--- config.mk ---
export PLATFORM = sky130hd
export DESIGN_NAME = register_bank
export DESIGN_NICKNAME = d
export VERILOG_FILES = /design/src/rtl/register_bank_pkg.sv /design/src/rtl/register_bank.sv
export SDC_FILE = /design/constraint.sdc
export NUM_CORES = 1
export LEC_CHECK = 0
export ABC_CLOCK_PERIOD_IN_PS = 35200
export CORE_ASPECT_RATIO = 0.5
export CORE_UTILIZATION = 45
export CTS_CLUSTER_SIZE = 30
export DETAILED_ROUTE_END_ITERATION = 12
export HOLD_SLACK_MARGIN = 0.12
export PLACE_DENSITY = 0.7
export REMOVE_ABC_BUFFERS = 1
export SETUP_SLACK_MARGIN = 0.4
export SKIP_CTS_REPAIR_TIMING = 1
export SYNTH_ARGS = -nofsm -noshare
export SYNTH_HDL_FRONTEND = slang
export SYNTH_SLANG_ARGS = --single-unit
--- constraint.sdc ---
create_clock -name clk -period 35.2 [get_ports clk]
set_input_delay 7.04 -clock clk [delete_from_list [all_inputs] [get_ports clk]]
set_output_delay 7.04 -clock clk [all_outputs]
set_load 0.02 [all_outputs]
--- src/rtl/register_bank_pkg.sv ---
// ----------------------------------------------------------------------------
// register_bank_pkg
//   Shared CPU constants used by the general-purpose register file.
//   DATA_WIDTH      : width of one architectural register
//   REG_ADDR_WIDTH  : width of a register index (16 registers)
//   REG_ZERO        : index of the hardwired-zero register
// ----------------------------------------------------------------------------
package register_bank_pkg;

    localparam int DATA_WIDTH     = 32;
    localparam int REG_ADDR_WIDTH = 4;
    localparam int REG_ZERO       = 0;

endpackage : register_bank_pkg

--- src/rtl/register_bank.sv ---
// ----------------------------------------------------------------------------
// register_bank
//   16 x 32-bit general-purpose register file with one shared index port.
//   Register 0 reads as zero and ignores writes. One write per clock; the
//   read path is purely combinational with no write-to-read bypass, so a
//   value written at an edge becomes visible right after that edge.
//
// Ports (positional order is fixed):
//   clk          in   rising-edge clock
//   reset        in   asynchronous, active-high; clears every register
//   dataIn       in   write data
//   dataOut      out  registers[regNum], or 0 when regNum selects register 0
//   regNum       in   shared read/write register index
//   writeEnable  in   1 = write dataIn to registers[regNum] at the next edge
//
// Write protocol: writeEnable is a one-sided strobe. There is no ready
// signal; the register file accepts a write on every rising edge where
// writeEnable is high and reset is low, and never stalls.
// ----------------------------------------------------------------------------
module register_bank
    import register_bank_pkg::*;
#(
    parameter int DATA_WIDTH = register_bank_pkg::DATA_WIDTH,
    parameter int ADDR_WIDTH = register_bank_pkg::REG_ADDR_WIDTH
) (
    input  logic                  clk,
    input  logic                  reset,
    input  logic [DATA_WIDTH-1:0] dataIn,
    output logic [DATA_WIDTH-1:0] dataOut,
    input  logic [ADDR_WIDTH-1:0] regNum,
    input  logic                  writeEnable
);

    localparam int NUM_REGS = 2 ** ADDR_WIDTH;
    localparam logic [ADDR_WIDTH-1:0] ZERO_IDX = ADDR_WIDTH'(REG_ZERO);

    // Architectural storage; kept as a plain array so it can be observed
    // hierarchically by name.
    logic [DATA_WIDTH-1:0] registers [0:NUM_REGS-1];

    // One-hot write select; the zero register is never selected.
    logic [NUM_REGS-1:0] wr_sel;
    logic                idx_is_zero;

    assign idx_is_zero = (regNum == ZERO_IDX);

    always_comb begin
        wr_sel = '0;
        if (writeEnable && !idx_is_zero) begin
            wr_sel[regNum] = 1'b1;
        end
    end

    always_ff @(posedge clk or posedge reset) begin
        if (reset) begin
            for (int i = 0; i < NUM_REGS; i++) begin
                registers[i] <= '0;
            end
        end else begin
            // Re-assert zero every cycle so register 0 cannot hold anything else.
            registers[0] <= '0;
            for (int i = 1; i < NUM_REGS; i++) begin
                if (wr_sel[i]) begin
                    registers[i] <= dataIn;
                end
            end
        end
    end

    // Read mux: index 0 is forced to zero independently of storage contents.
    assign dataOut = idx_is_zero ? '0 : registers[regNum];

endmodule : register_bank

==> metrics.md <==
| Metric | Value |
|---|---|
| Clock skew | 0 ns |
| Reg2reg path depth | 1 |
| CTS clock-pin slew for the worst setup and hold paths | 0.06 ns |
| Drt total wl | approximately 53 mm |
| Crit-path slowest cell | buf_4 |
| Fillers | between 3000 and 4000 |
| Largest Register | registers |
| Reg2reg end | registers[210] |
| RSZ-0062 raised after global routing | false |
| Synthesized flop and latch total | 480 |
| Worst Setup EP | dataOut[0] |
| Die height | between 150 and 200 um |
| Power Density | 62.1 mW/mm2 |
| Setup crit end kind | output pin |
| CTS tree | done |
| Max_slew headroom | between 20% and 30% |
| Cells after Synth | about 1400 |
| Global route overflow | 0 |
| Fmax achieved | 0.0578 GHz |
| Area grow syn2layout | 12.3% |
| Leakage | 10.3 nW |
| Final core occ | roughly half |
| CP Launch Type | primary input |
| Commonest cells in the synthesized netlist | 543 x mux2_2, 480 x dfrtp_1, 70 x buf_2 |
| Clk Latency, worst-skew pair | 0.55 ns |
| FFs w/ async S/R, synth | 100% |
| Most common cell in the netlist | mux2_2 |
| Crit path top cell by count | buf_4 |
| Final setup vio count | 0 |
| Core area | between 0.04 and 0.05 mm2 |
| First-pass GRT wire length | 82.0 mm |
| Clk sinks | 480 |
| ANT cells | 0 |
| DR vias/cell | approximately 6 |
| Layout cell share with drive strength beyond 1 | 49.8% |
| Initial Util | between 40% and 50% |
| EDFF count, synth | 0 |
| Mean Syn Cell Area | about 15 um2 |
| I/O pin cnt | a little over 70 |
| Reg area | 0.0120 mm2 |
| Fin. Hold Viols | 0 |
| Fin area | 0.0244 mm2 |
| Number of port buffers | 70 |
| DP HPWL | ~29 mm |
| Placed Area | ~0.023 mm2 |
| Largest registers | registers (480) |
| # rows | 56 |
| Routed len/inst | 25.1 um |
| Multi-input combinational cell area | 0.00923 mm2 |
| Crit path time final | around 17 ns |
| Ys Warns | 0 |
| DRC viols | 0 |
| DR pass1 iterations | 5 |
| Iteration-0 DRC Markers | 890 |
| Number of CTS-inserted buffers | between 40 and 50 |
| Vias in the first global route | 13400 |
| H-tree depth | 2 |
| Die X | 313 um |
| Crit path required time | 28.16 ns |
| Via Count | 12300 |
| Routed Antenna Nets | 0 |
| Die area | 0.0493 mm2 |
| Setup CP Type | primary input to output pin |
| Worst min path class | flip-flop to flip-flop |
| CP Data Arrival Time | ~10 ns |
| Clk buf depth | 3 |
| Top cell type's share of synthesized area | 55.2% |
| CP startpoint | regNum[0] |
| Pins Over Slew Limit | 0 |
| Layout Nets | 1458 |
| Outcome | complete, no violations |
| Reg-to-Reg Start | registers[210] |
| Total Routing Usage GR | 21.8% |
| Antenna violations before repair | 0 |
| Crit path largest cell delay | around 0.77 ns |
| Mapped Area | 0.0218 mm2 |
| Most area-consuming cells after synthesis | dfrtp_1 55%, mux2_2 28%, mux4_2 6.7% |
| CP cell instances | buf_4 -> buf_4 -> mux4_2 -> mux2i_1 -> a211oi_1 -> clkdlybuf4s50_1 |
| Synth unique cells | 28 |
| MaxCap Viol Count | 0 |
| Post-synthesis sequential area ratio | 55.2% |
| Largest net degree at the start of global routing | between 150 and 200 |
| Clock root buffer | clkbuf_16 |
| Maximum vdd drop | 0.0000295 V |
| Crit share post-route | approximately half |
| Reg2reg setup slack | 34.40 ns |
| Dominant cell type by area after synthesis | dfrtp_1 |
| Crit-path max FO | 60 |
| Slew @ Worst Pin | 1.12 ns |
| Routability cong. | 0.751 |
| Max reg flops | 480 |
| TNS Setup | 0 ns |
| Primary FF master, synth | dfrtp_1 |
[kinds of logic (layout without fill, tap and decap cells)]
group / Yosys count / in the layout / synth area share [%]
AO/OA/AOI/OAI: 95 / 95 / 3.28
buffers and inverters: 132 / 179 / 2.85
flip-flops: 480 / 480 / 55.2
multiplexers: 670 / 670 / 37.9
AND/OR/NAND/NOR: 30 / 30 / 0.817
[worst max-delay path, delay by kind of cell]
family | cells | cell delay [ns]
buffers and inverters | 3 | 2.19
AOI/OAI and AO/OA | 1 | 0.49
muxes | 2 | 0.41
[where the power goes]
part           internal (mW)  total (mW)  switching (mW)
Clock                  0.281       0.490           0.208
Combinational          0.173       0.283           0.110
Sequential             0.680       0.745          0.0650
[placed cells by master, fill, tap and decap left out, types with 2 or more instances in the layout]
master	count
a211oi_1	31
mux2i_1	31
buf_4	27
a221oi_1	32
clkbuf_1	14
clkinvlp_4	2
mux2_1	31
nand2b_1	3
nor3_4	3
o22ai_1	32
nor2_4	9
bufinv_16	2
dfrtp_1	480
mux2_2	543
clkbuf_8	10
nand3b_1	3
clkbuf_16	47
mux4_2	65
clkdlybuf4s50_1	66
nand2_1	2
clkinv_2	6
[stage by stage]
step	hold slack [ns]	worst slack, ns	total power, mW	instances
after floorplan	0.452	14.77	0.943	1276
after global placement	0.461	17.93	1.01	2010
after detailed placement	0.471	17.92	1.04	2010
after CTS	0.485	17.93	1.53	2092
after global routing	0.505	17.78	1.59	2092
final	0.480	17.90	1.52	2092
[per-layer routing]
layer,track usage [%],wire (um),vias to the layer above
met5,0,0,-
met4,4.76,859,0
met3,2.99,2270,66
met2,37.1,25900,271
met1,30.0,23500,6742
li1,-,-,5263
[final cells by class]
cell class              instances  share of cell area, %
repair buffers                 96                   3.68
multi-input cells             795                   37.8
flip-flops and latches        480                   49.2
well taps                     638                   3.27
inverters                       1                 0.0461
clock buffers                  71                   5.59
clock inverters                11                  0.466
[how the worst min path moves through the flow]
stage                              start             end  slack, ns  cells after the start
after floorplan           registers[178]  registers[178]       0.45                      1
after global placement    registers[178]  registers[178]       0.46                      1
after CTS                 registers[282]  registers[282]       0.48                      1
after detailed placement  registers[282]  registers[282]       0.47                      1
final                     registers[282]  registers[282]       0.48                      1
after global routing      registers[113]  registers[113]       0.50                      1
Power figures use the tool's default switching activity.
